--- config.mk ---
export PLATFORM = sky130hd
export DESIGN_NAME = hex_marquee_scroller_flat
export DESIGN_NICKNAME = d
export VERILOG_FILES = /design/src/rtl/hex_marquee_scroller_if.sv /design/src/rtl/hex_marquee_scroller.sv /design/src/flat_wrapper.sv
export SDC_FILE = /design/constraint.sdc
export NUM_CORES = 1
export LEC_CHECK = 0
export BUFFER_PORTS_ARGS = -buffer_cell sky130_fd_sc_hd__buf_4
export CAP_MARGIN = 25
export CORE_MARGIN = 2
export CORE_UTILIZATION = 55
export DETAILED_ROUTE_END_ITERATION = 6
export PLACE_DENSITY = 0.77
export SLEW_MARGIN = 20
export SYNTH_ARGS = -nofsm -noshare
export SYNTH_HDL_FRONTEND = slang
export SYNTH_SLANG_ARGS = --single-unit
export TNS_END_PERCENT = 30
--- constraint.sdc ---
create_clock -name CLOCK_50 -period 6.49 [get_ports CLOCK_50]
set_input_delay 1.6225 -clock CLOCK_50 [delete_from_list [all_inputs] [get_ports CLOCK_50]]
set_output_delay 1.6225 -clock CLOCK_50 [all_outputs]
set_load 0.005 [all_outputs]
--- src/rtl/hex_marquee_scroller_if.sv ---
`default_nettype none
// ============================================================================
// Module   : hex_marquee_scroller_if
// Brief    : Glyph write port of the marquee message buffer.
// Revision : 1.0 - initial release
// ============================================================================
interface hex_marquee_scroller_if #(
  parameter int MSG_LEN = 8
);
  localparam int c_ADDR_W = $clog2(MSG_LEN);

  logic                wr_en;
  logic [c_ADDR_W-1:0] wr_addr;
  logic [6:0]          wr_data;

  modport master (output wr_en, wr_addr, wr_data);
  modport slave  (input  wr_en, wr_addr, wr_data);
endinterface
`default_nettype wire

--- src/rtl/hex_marquee_scroller.sv ---
`default_nettype none
// ============================================================================
// Module   : hex_marquee_scroller
// Brief    : Scrolls a writable glyph buffer across active-low HEX digits.
// Revision : 1.0 - initial release
// ============================================================================
module hex_marquee_scroller #(
  parameter int NUM_DIGITS    = 4,
  parameter int MSG_LEN       = 8,
  parameter int ACC_WIDTH     = 26,
  parameter int THRESHOLD     = 50000000,
  parameter int SPEED_DEFAULT = 3,
  parameter int SPEED_MIN     = 1,
  parameter int SPEED_MAX     = 51,
  parameter int RAMP_LOG2     = 21
) (
  input  wire logic                    CLOCK_50,
  input  wire logic                    RESET,
  hex_marquee_scroller_if.slave        wr_bus,
  input  wire logic                    load,
  input  wire logic                    dir,
  input  wire logic                    pause,
  input  wire logic                    speed_rst_n,
  input  wire logic                    speed_up_n,
  input  wire logic                    speed_dn_n,
  output logic [7*NUM_DIGITS-1:0]      hex_out,
  output logic                         step,
  output logic [7:0]                   speed
);

  localparam int                   c_ADDR_W        = $clog2(MSG_LEN);
  localparam logic [c_ADDR_W-1:0]  c_OFF_LAST      = c_ADDR_W'(MSG_LEN - 1);
  localparam logic [ACC_WIDTH-1:0] c_THRESHOLD     = ACC_WIDTH'(THRESHOLD);
  localparam logic [7:0]           c_SPEED_DEFAULT = 8'(SPEED_DEFAULT);
  localparam logic [7:0]           c_SPEED_MIN     = 8'(SPEED_MIN);
  localparam logic [7:0]           c_SPEED_MAX     = 8'(SPEED_MAX);

  logic [6:0]              r_buf [MSG_LEN];
  logic [c_ADDR_W-1:0]     r_offset;
  logic [c_ADDR_W-1:0]     w_offset_next;
  logic [ACC_WIDTH-1:0]    r_acc;
  logic [RAMP_LOG2-1:0]    r_ramp;
  logic [7:0]              r_speed;
  logic                    r_step;
  logic [7*NUM_DIGITS-1:0] r_hex;
  logic [7*NUM_DIGITS-1:0] w_hex;
  logic                    w_wr_ok;
  logic                    w_acc_full;
  logic                    w_ramp_tick;

  assign w_wr_ok     = wr_bus.wr_en && (32'(wr_bus.wr_addr) < MSG_LEN);
  assign w_acc_full  = (r_acc >= c_THRESHOLD);
  assign w_ramp_tick = (r_ramp == '0);

  always_ff @(posedge CLOCK_50 or posedge RESET) begin
    if (RESET) begin
      for (int i = 0; i < MSG_LEN; i++) begin
        r_buf[i] <= 7'h7F;
      end
    end else if (w_wr_ok) begin
      r_buf[wr_bus.wr_addr] <= wr_bus.wr_data;
    end
  end

  // Offset is a modulo-MSG_LEN counter; dir only matters on a step cycle.
  always_comb begin
    w_offset_next = r_offset;
    if (dir) begin
      w_offset_next = (r_offset == '0) ? c_OFF_LAST : r_offset - 1'b1;
    end else begin
      w_offset_next = (r_offset == c_OFF_LAST) ? '0 : r_offset + 1'b1;
    end
  end

  always_ff @(posedge CLOCK_50 or posedge RESET) begin
    if (RESET) begin
      r_acc    <= '0;
      r_offset <= '0;
      r_step   <= 1'b0;
    end else begin
      r_step <= 1'b0;
      if (load) begin
        r_acc    <= '0;
        r_offset <= '0;
      end else if (pause) begin
        r_acc    <= r_acc;
        r_offset <= r_offset;
      end else if (w_acc_full) begin
        r_acc    <= '0;
        r_offset <= w_offset_next;
        r_step   <= 1'b1;
      end else begin
        r_acc <= r_acc + ACC_WIDTH'(r_speed);
      end
    end
  end

  always_ff @(posedge CLOCK_50 or posedge RESET) begin
    if (RESET) begin
      r_ramp <= '0;
    end else begin
      r_ramp <= r_ramp + 1'b1;
    end
  end

  // A held up key blocks the down key even when up is already saturated.
  always_ff @(posedge CLOCK_50 or posedge RESET) begin
    if (RESET) begin
      r_speed <= c_SPEED_DEFAULT;
    end else if (!speed_rst_n) begin
      r_speed <= c_SPEED_DEFAULT;
    end else if (w_ramp_tick) begin
      if (!speed_up_n) begin
        if (r_speed < c_SPEED_MAX) begin
          r_speed <= r_speed + 8'd1;
        end
      end else if (!speed_dn_n && (r_speed > c_SPEED_MIN)) begin
        r_speed <= r_speed - 8'd1;
      end
    end
  end

  for (genvar k = 0; k < NUM_DIGITS; k++) begin : g_digit
    localparam int c_SHIFT = NUM_DIGITS - 1 - k;
    logic [c_ADDR_W-1:0] w_idx;
    assign w_idx             = c_ADDR_W'((int'(r_offset) + c_SHIFT) % MSG_LEN);
    assign w_hex[7*k +: 7]   = r_buf[w_idx];
  end

  always_ff @(posedge CLOCK_50 or posedge RESET) begin
    if (RESET) begin
      r_hex <= '1;
    end else begin
      r_hex <= w_hex;
    end
  end

  assign hex_out = r_hex;
  assign step    = r_step;
  assign speed   = r_speed;

endmodule
`default_nettype wire

--- src/flat_wrapper.sv ---
// flat-port wrapper written by rule: the top's interface ports become plain ports
module hex_marquee_scroller_flat 
#(
  parameter int NUM_DIGITS    = 4,
  parameter int MSG_LEN       = 8,
  parameter int ACC_WIDTH     = 26,
  parameter int THRESHOLD     = 50000000,
  parameter int SPEED_DEFAULT = 3,
  parameter int SPEED_MIN     = 1,
  parameter int SPEED_MAX     = 51,
  parameter int RAMP_LOG2     = 21
)
  (CLOCK_50, RESET, load, dir, pause, speed_rst_n, speed_up_n, speed_dn_n, hex_out, step, speed, wr_bus_wr_en, wr_bus_wr_addr, wr_bus_wr_data);
  hex_marquee_scroller_if #(.MSG_LEN(MSG_LEN)) wr_bus_i ();
  input  wire logic CLOCK_50;
  input  wire logic RESET;
  input  wire logic load;
  input  wire logic dir;
  input  wire logic pause;
  input  wire logic speed_rst_n;
  input  wire logic speed_up_n;
  input  wire logic speed_dn_n;
  output logic [7*NUM_DIGITS-1:0] hex_out;
  output logic step;
  output logic [7:0] speed;
  input wire logic [$bits(wr_bus_i.wr_en)-1:0] wr_bus_wr_en;
  input wire logic [$bits(wr_bus_i.wr_addr)-1:0] wr_bus_wr_addr;
  input wire logic [$bits(wr_bus_i.wr_data)-1:0] wr_bus_wr_data;
  assign wr_bus_i.wr_en = wr_bus_wr_en;
  assign wr_bus_i.wr_addr = wr_bus_wr_addr;
  assign wr_bus_i.wr_data = wr_bus_wr_data;
  hex_marquee_scroller #(.NUM_DIGITS(NUM_DIGITS), .MSG_LEN(MSG_LEN), .ACC_WIDTH(ACC_WIDTH), .THRESHOLD(THRESHOLD), .SPEED_DEFAULT(SPEED_DEFAULT), .SPEED_MIN(SPEED_MIN), .SPEED_MAX(SPEED_MAX), .RAMP_LOG2(RAMP_LOG2)) u_core (.CLOCK_50(CLOCK_50), .RESET(RESET), .wr_bus(wr_bus_i), .load(load), .dir(dir), .pause(pause), .speed_rst_n(speed_rst_n), .speed_up_n(speed_up_n), .speed_dn_n(speed_dn_n), .hex_out(hex_out), .step(step), .speed(speed));
endmodule
==> results of run 1 <==
worst min-delay path, delay by kind of cell, from the launching register on:
kind / cells / cell delay (ns)
compound gates: 1 / 0.06
flops: 1 / 0.35
simple gates: 1 / 0.06
Yosys cell counts, types with 5 or more instances:
library cell	instances
a21boi_1	5
a21o_1	12
a21oi_1	16
a31oi_1	14
and3_1	6
buf_1	5
buf_2	7
clkbuf_1	13
dfrtp_1	57
dfstp_2	86
ha_1	17
inv_1	14
mux2_2	113
mux4_2	27
nand2_1	30
nand2b_1	5
nand3_1	12
nand4_1	10
nor2_1	31
nor3_1	12
nor4_1	8
o21ai_0	16
or3_1	6
xnor2_1	15
xor2_1	12
state kept, by name (all words and copies together), names as in the netlist:
signal	cells
u_core.r_buf	56
u_core.step	1
u_core.r_ramp	21
u_core.r_acc	26
u_core.speed	8
u_core.hex_out	28
u_core.r_offset	3
cell type report:
| cell class | count | area, um2 | share of cell area [%] |
|---|---|---|---|
| Multi-Input combinational cell | 429 | 3850 | 42.8 |
| Clock inverter | 8 | 170 | 1.89 |
| Timing Repair Buffer | 60 | 488 | 5.43 |
| Inverter | 15 | 58.8 | 0.654 |
| Tap cell | 180 | 225 | 2.50 |
| Sequential cell | 143 | 3690 | 41.0 |
| Clock buffer | 24 | 514 | 5.72 |
power by group:
group,switching (uW),internal (uW),leakage (uW)
clock network,369,749,0.000335
registers,70.9,1090,0.00168
logic,155,237,0.00176
per-layer routing:
metal / GRT usage [%] / wire, um / up-vias
met5: 0 / 0 / -
met2: 38.8 / 8390 / 144
met4: 8.84 / 368 / 0
met3: 4.97 / 752 / 37
met1: 31.3 / 7330 / 2737
li1: - / - / 2415
stage by stage:
step	setup slack [ns]	area [um2]
detailed placement	3.19	8250
CTS	3.57	8940
global route	3.41	8990
floorplan	1.17	7730
finish	3.60	8990
global placement	3.26	8240
logic make-up after synthesis:
group | after synthesis | synth area share, %
xor+xnor | 27 | 3.06
flops | 143 | 47.7
simple gates | 143 | 9.96
mux | 145 | 25.2
compound gates | 96 | 8.50
buf+inv | 44 | 2.59
fa+ha+maj | 18 | 3.01
worst paths after layout:
path	startpoint	to	slack, ns	cells after the start
max in group asynchronous	RESET	u_core.r_ramp[18]$_DFF_PP0_	3.93	4
worst min-delay path	u_core.r_acc[5]$_DFFE_PP0P_	u_core.r_acc[5]$_DFFE_PP0P_	0.50	2
worst max register to register	u_core.r_offset[1]$_DFFE_PP0P_	u_core.hex_out[5]$_DFF_PP1_	3.62	4
worst max-delay path	pause	u_core.r_acc[24]$_DFFE_PP0P_	3.60	5
min in group asynchronous	RESET	u_core.speed[7]$_DFFE_PP0P_	1.14	2
worst min register to register	u_core.r_acc[5]$_DFFE_PP0P_	u_core.r_acc[5]$_DFFE_PP0P_	0.50	2
==> qor.yml, run 1 <==
status:
  status: "completed"
routing:
  ant_nets: 0
  drc: 0
  wl_per_cell_um: 19.6
  dr_total_vias: 5333
  totalWireLength_um: 16800
  drt_iter0_drc: 328
  vias_per_cell: 6.21
  firstDrtPassIters: 6
floorplan:
  ios: 56
  num_rows: 43
  die_area_um2: 15000
  core_um2: 13800
  floorplan.initialDensity_pct: 55.9
  die_w_um: 123
  dieHeight_um: 123
yosys:
  ys_warn_count: 0
  synthesis.area_um2: 7730
  synth_edf_count: 0
  synth_top_flop_cell: "dfstp_2"
  syn_avg_cell_area_um2: 12.5
  syn-instance-count: 616
  synth-seq-cells: 143
  synth_nets: 653
  synth_area_leader_cell: "dfstp_2"
  async_reset_ff_share_pct: 100
  synth.area.top_cells: "dfstp_2 29%, dfrtp_1 18%, mux2_2 16%"
  synth.yosys.seq_area_share_pct: 47.7
  synth_top_area_share_pct: 29.2
  yosysUniqueCellTypes: 68
final_layout:
  final_cell_mix: "113 x mux2_2, 86 x dfstp_2, 57 x buf_4"
  diodes: 0
  fill_cells: 1015
  fin_util_pct: 65.0
  area_delta_synth_final_pct: 16.4
  final_common_cell: "mux2_2"
  nets: 703
  layout-drive-gt1-share_pct: 48.3
  finalNonFillerCells: 859
flow_run:
  maxCapViolations: 0
timing:
  maxSlewHeadroom_pct: 31.5
  fin_skew_ns: 0.00745
  max_freq_mhz: 346
  tightest_slew_ns: 1.03
  rsz0062_at_grt: "false"
  finalCritPeriodShare_pct: 44.5
  hold_violations: 0
  whs_ns: 0.496
  setup_viol_count_final: 0
  fin_crit_ns: 2.89
  maxSlewViolCount: 0
  setup_tns_ns: 0
clock_network:
  ctsResizeCount: 0
  cts_root_buf: "clkbuf_16"
  htree_levels: 4
  insertion_delay_ns: 0.43
  ctsHoldBuffers: 0
  post_cts_buffers: 0
  cts_buffers: 17
  cts_sinks: 143
  cts_buffer_depth: 2
  path_clk_slew_ns: 0.06
  tritoncts: "built"
placed_design:
  placedCellCount: 825
  io_buffers: 55
  gp_congestion: 0.817
  dp_hpwl_um: 10800
setup_path:
  end_kind: "flop"
  critPathTopFamily: "simple AND/OR/NAND/NOR gates"
  worst_ep_required_time_ns: 6.86
  critPathKind: "input pin to flop"
  critPathLaunchType: "input pin"
  cp_max_fo: 22
  cpMaxStageDelayCell: "nor4b_1"
  critPathMaxStageDelay_ns: 0.56
  path_cells: "buf_4 > a211oi_1 > nand2_1 > nor4b_1 > a21o_1"
  cp.arrival_ns: 3.25
  path_buf_inv: 1
global_routing:
  grt_max_degree: 79
  gr-usage-all-layers_pct: 23.7
  grt_overflow_total: 0
  grt_pass1_wl_um: 27300
  grt_pass1_vias: 5280
  antenna_found_initial: 0
min_path:
  hp-class: "flop to flop"
pwr:
  power.leakage_uw: 0.00377
  power.density_nw_per_um2: 298
  vdd_drop_max_v: 0.000190
  power_uw: 2680
No activity file was read; power rests on OpenSTA's default activity.
==> run 2, diff against run 1 <==
--- a/config.mk
+++ b/config.mk
@@ -10,7 +10,7 @@
 export CORE_MARGIN = 2
 export CORE_UTILIZATION = 55
 export DETAILED_ROUTE_END_ITERATION = 6
-export PLACE_DENSITY = 0.77
+export PLACE_DENSITY = 0.8
 export SLEW_MARGIN = 20
 export SYNTH_ARGS = -nofsm -noshare
 export SYNTH_HDL_FRONTEND = slang
==> constraint.sdc (replaced) <==
create_clock -name CLOCK_50 -period 2.6 [get_ports CLOCK_50]
set_input_delay 0.65 -clock CLOCK_50 [delete_from_list [all_inputs] [get_ports CLOCK_50]]
set_output_delay 0.65 -clock CLOCK_50 [all_outputs]
set_load 0.005 [all_outputs]
==> qor.yml, run 2 (synthesized netlist as in run 1, its figures left out) <==
routing:
  ant_nets: 0
  firstDrtPassIters: 5
  vias_per_cell: 6.12
  totalWireLength_um: 16400
  drc: 0
  wl_per_cell_um: 18.8
  drt_iter0_drc: 392
  dr_total_vias: 5326
final_layout:
  largest_reg_flops: 56
  diodes: 0
  nets: 714
  area_delta_synth_final_pct: 16.2
  finalNonFillerCells: 870
  final_cell_mix: "113 x mux2_2, 86 x dfstp_2, 70 x buf_4"
  final_common_cell: "mux2_2"
  layout-drive-gt1-share_pct: 49.7
  regMostFlops: "u_core.r_buf"
  fill_cells: 1002
  fin_util_pct: 65.0
flow_run:
  maxCapViolations: 0
timing:
  max_freq_mhz: 416
  maxSlewHeadroom_pct: 50.3
  setup_viol_count_final: 0
  whs_ns: 0.416
  finalCritPeriodShare_pct: 92.6
  rsz0062_at_grt: "true"
  fin_skew_ns: 0.00793
  hold_violations: 0
  setup_tns_ns: 0
  maxSlewViolCount: 0
  tightest_slew_ns: 0.746
  fin_ws_ns: 0.194
  fin_crit_ns: 2.41
placed_design:
  dp_hpwl_um: 10800
  io_buffers: 55
  dp_slack_ns: 0.119
  placedCellCount: 838
  gp_congestion: 0.876
floorplan:
  dieHeight_um: 123
  floorplan.initialDensity_pct: 55.9
  core_um2: 13800
  die_area_um2: 15000
  die_w_um: 123
  num_rows: 43
  ios: 56
global_routing:
  grt_max_degree: 144
  grt_overflow_total: 0
  gr-usage-all-layers_pct: 23.8
  grt_pass1_vias: 5355
  antenna_found_initial: 0
  grt_pass1_wl_um: 27300
clock_network:
  cts_buffer_depth: 2
  insertion_delay_ns: 0.42
  ctsHoldBuffers: 0
  tritoncts: "built"
  cts_root_buf: "clkbuf_16"
  cts_buffers: 17
  htree_levels: 4
  path_clk_slew_ns: 0.06
  cts_sinks: 143
status:
  status: "completed"
setup_path:
  cp_max_fo: 18
  end_kind: "flop"
  worst_ep_required_time_ns: 2.93
  critPathLaunchType: "flop"
  critPathKind: "flop to flop"
  cp.arrival_ns: 2.73
pwr:
  power.density_nw_per_um2: 711
  vdd_drop_max_v: 0.000470
  power.leakage_uw: 0.00378
min_path:
  hp-class: "input pin to flop"
[run 2: cell types whose count changed in the layout (fill, tap and decap cells not counted), moves of 2 or more]
cell / before / now
clkbuf_16: 19 / 17
inv_6: 0 / 2
clkinvlp_4: 0 / 2
bufinv_16: 5 / 3
clkbuf_1: 3 / 1
buf_4: 57 / 70
buf_16: 2 / 0
[run 2: repair_timing]
action	4_1_cts	5_1_grt
buffers inserted	0	0
endpoints found under the setup margin	0	4
gates resized for setup	0	3
[run 2: area by class of cell]
| cell class | count | area (um2) | share of cell area (%) |
|---|---|---|---|
| multi-input cells | 429 | 3850 | 42.9 |
| flip-flops and latches | 143 | 3690 | 41.0 |
| repair buffers | 71 | 546 | 6.07 |
| clock buffers | 20 | 457 | 5.08 |
| well taps | 180 | 225 | 2.51 |
| clock inverters | 12 | 155 | 1.73 |
| inverters | 15 | 60.1 | 0.669 |
[run 2: critical path: stages, from the launching register on]
cell	delay (ns)
dfrtp_1	0.42
nor4_1	0.38
a2111oi_1	0.15
o21ai_1	0.30
nand2_1	0.45
o31a_1	0.43
a31oi_1	0.17
[run 2: layer usage]
layer | part of all wire [%] | wire, um | track usage (%)
met1 | 42 | 6970 | 29.6
met2 | 50 | 8250 | 39.8
met3 | 4.3 | 707 | 5.72
met4 | 2.9 | 476 | 10.1
met5 | 0 | 0 | 0
[run 2: path summary, 6_finish.rpt]
kind                            cells past startpoint  slack, ns                        endpoint                         start
worst min register to register                      1       0.49      u_core.r_ramp[0]$_DFF_PP0_    u_core.r_ramp[0]$_DFF_PP0_
max in group asynchronous                           3       1.59  u_core.r_offset[0]$_DFFE_PP0P_                         RESET
min in group asynchronous                           3       0.50    u_core.r_acc[17]$_DFFE_PP0P_                         RESET
worst min-delay path                                2       0.42           u_core.step$_DFF_PP0_                         pause
worst max-delay path                                6       0.19    u_core.r_acc[22]$_DFFE_PP0P_  u_core.r_acc[11]$_DFFE_PP0P_
worst max register to register                      6       0.19    u_core.r_acc[22]$_DFFE_PP0P_  u_core.r_acc[11]$_DFFE_PP0P_
[run 2: report_power, final]
group	internal [uW]	switching (uW)	total, uW
clock network	1560	934	2500
logic	594	380	974
registers	2730	180	2910
[run 2: per-stage QoR]
step | area [um2] | total power, uW
2_1_floorplan | 7730 | 3530
3_3_place_gp | 8360 | 3820
3_5_place_dp | 8360 | 3900
4_1_cts | 8970 | 6430
5_1_grt | 8980 | 6670
6_report | 8980 | 6390
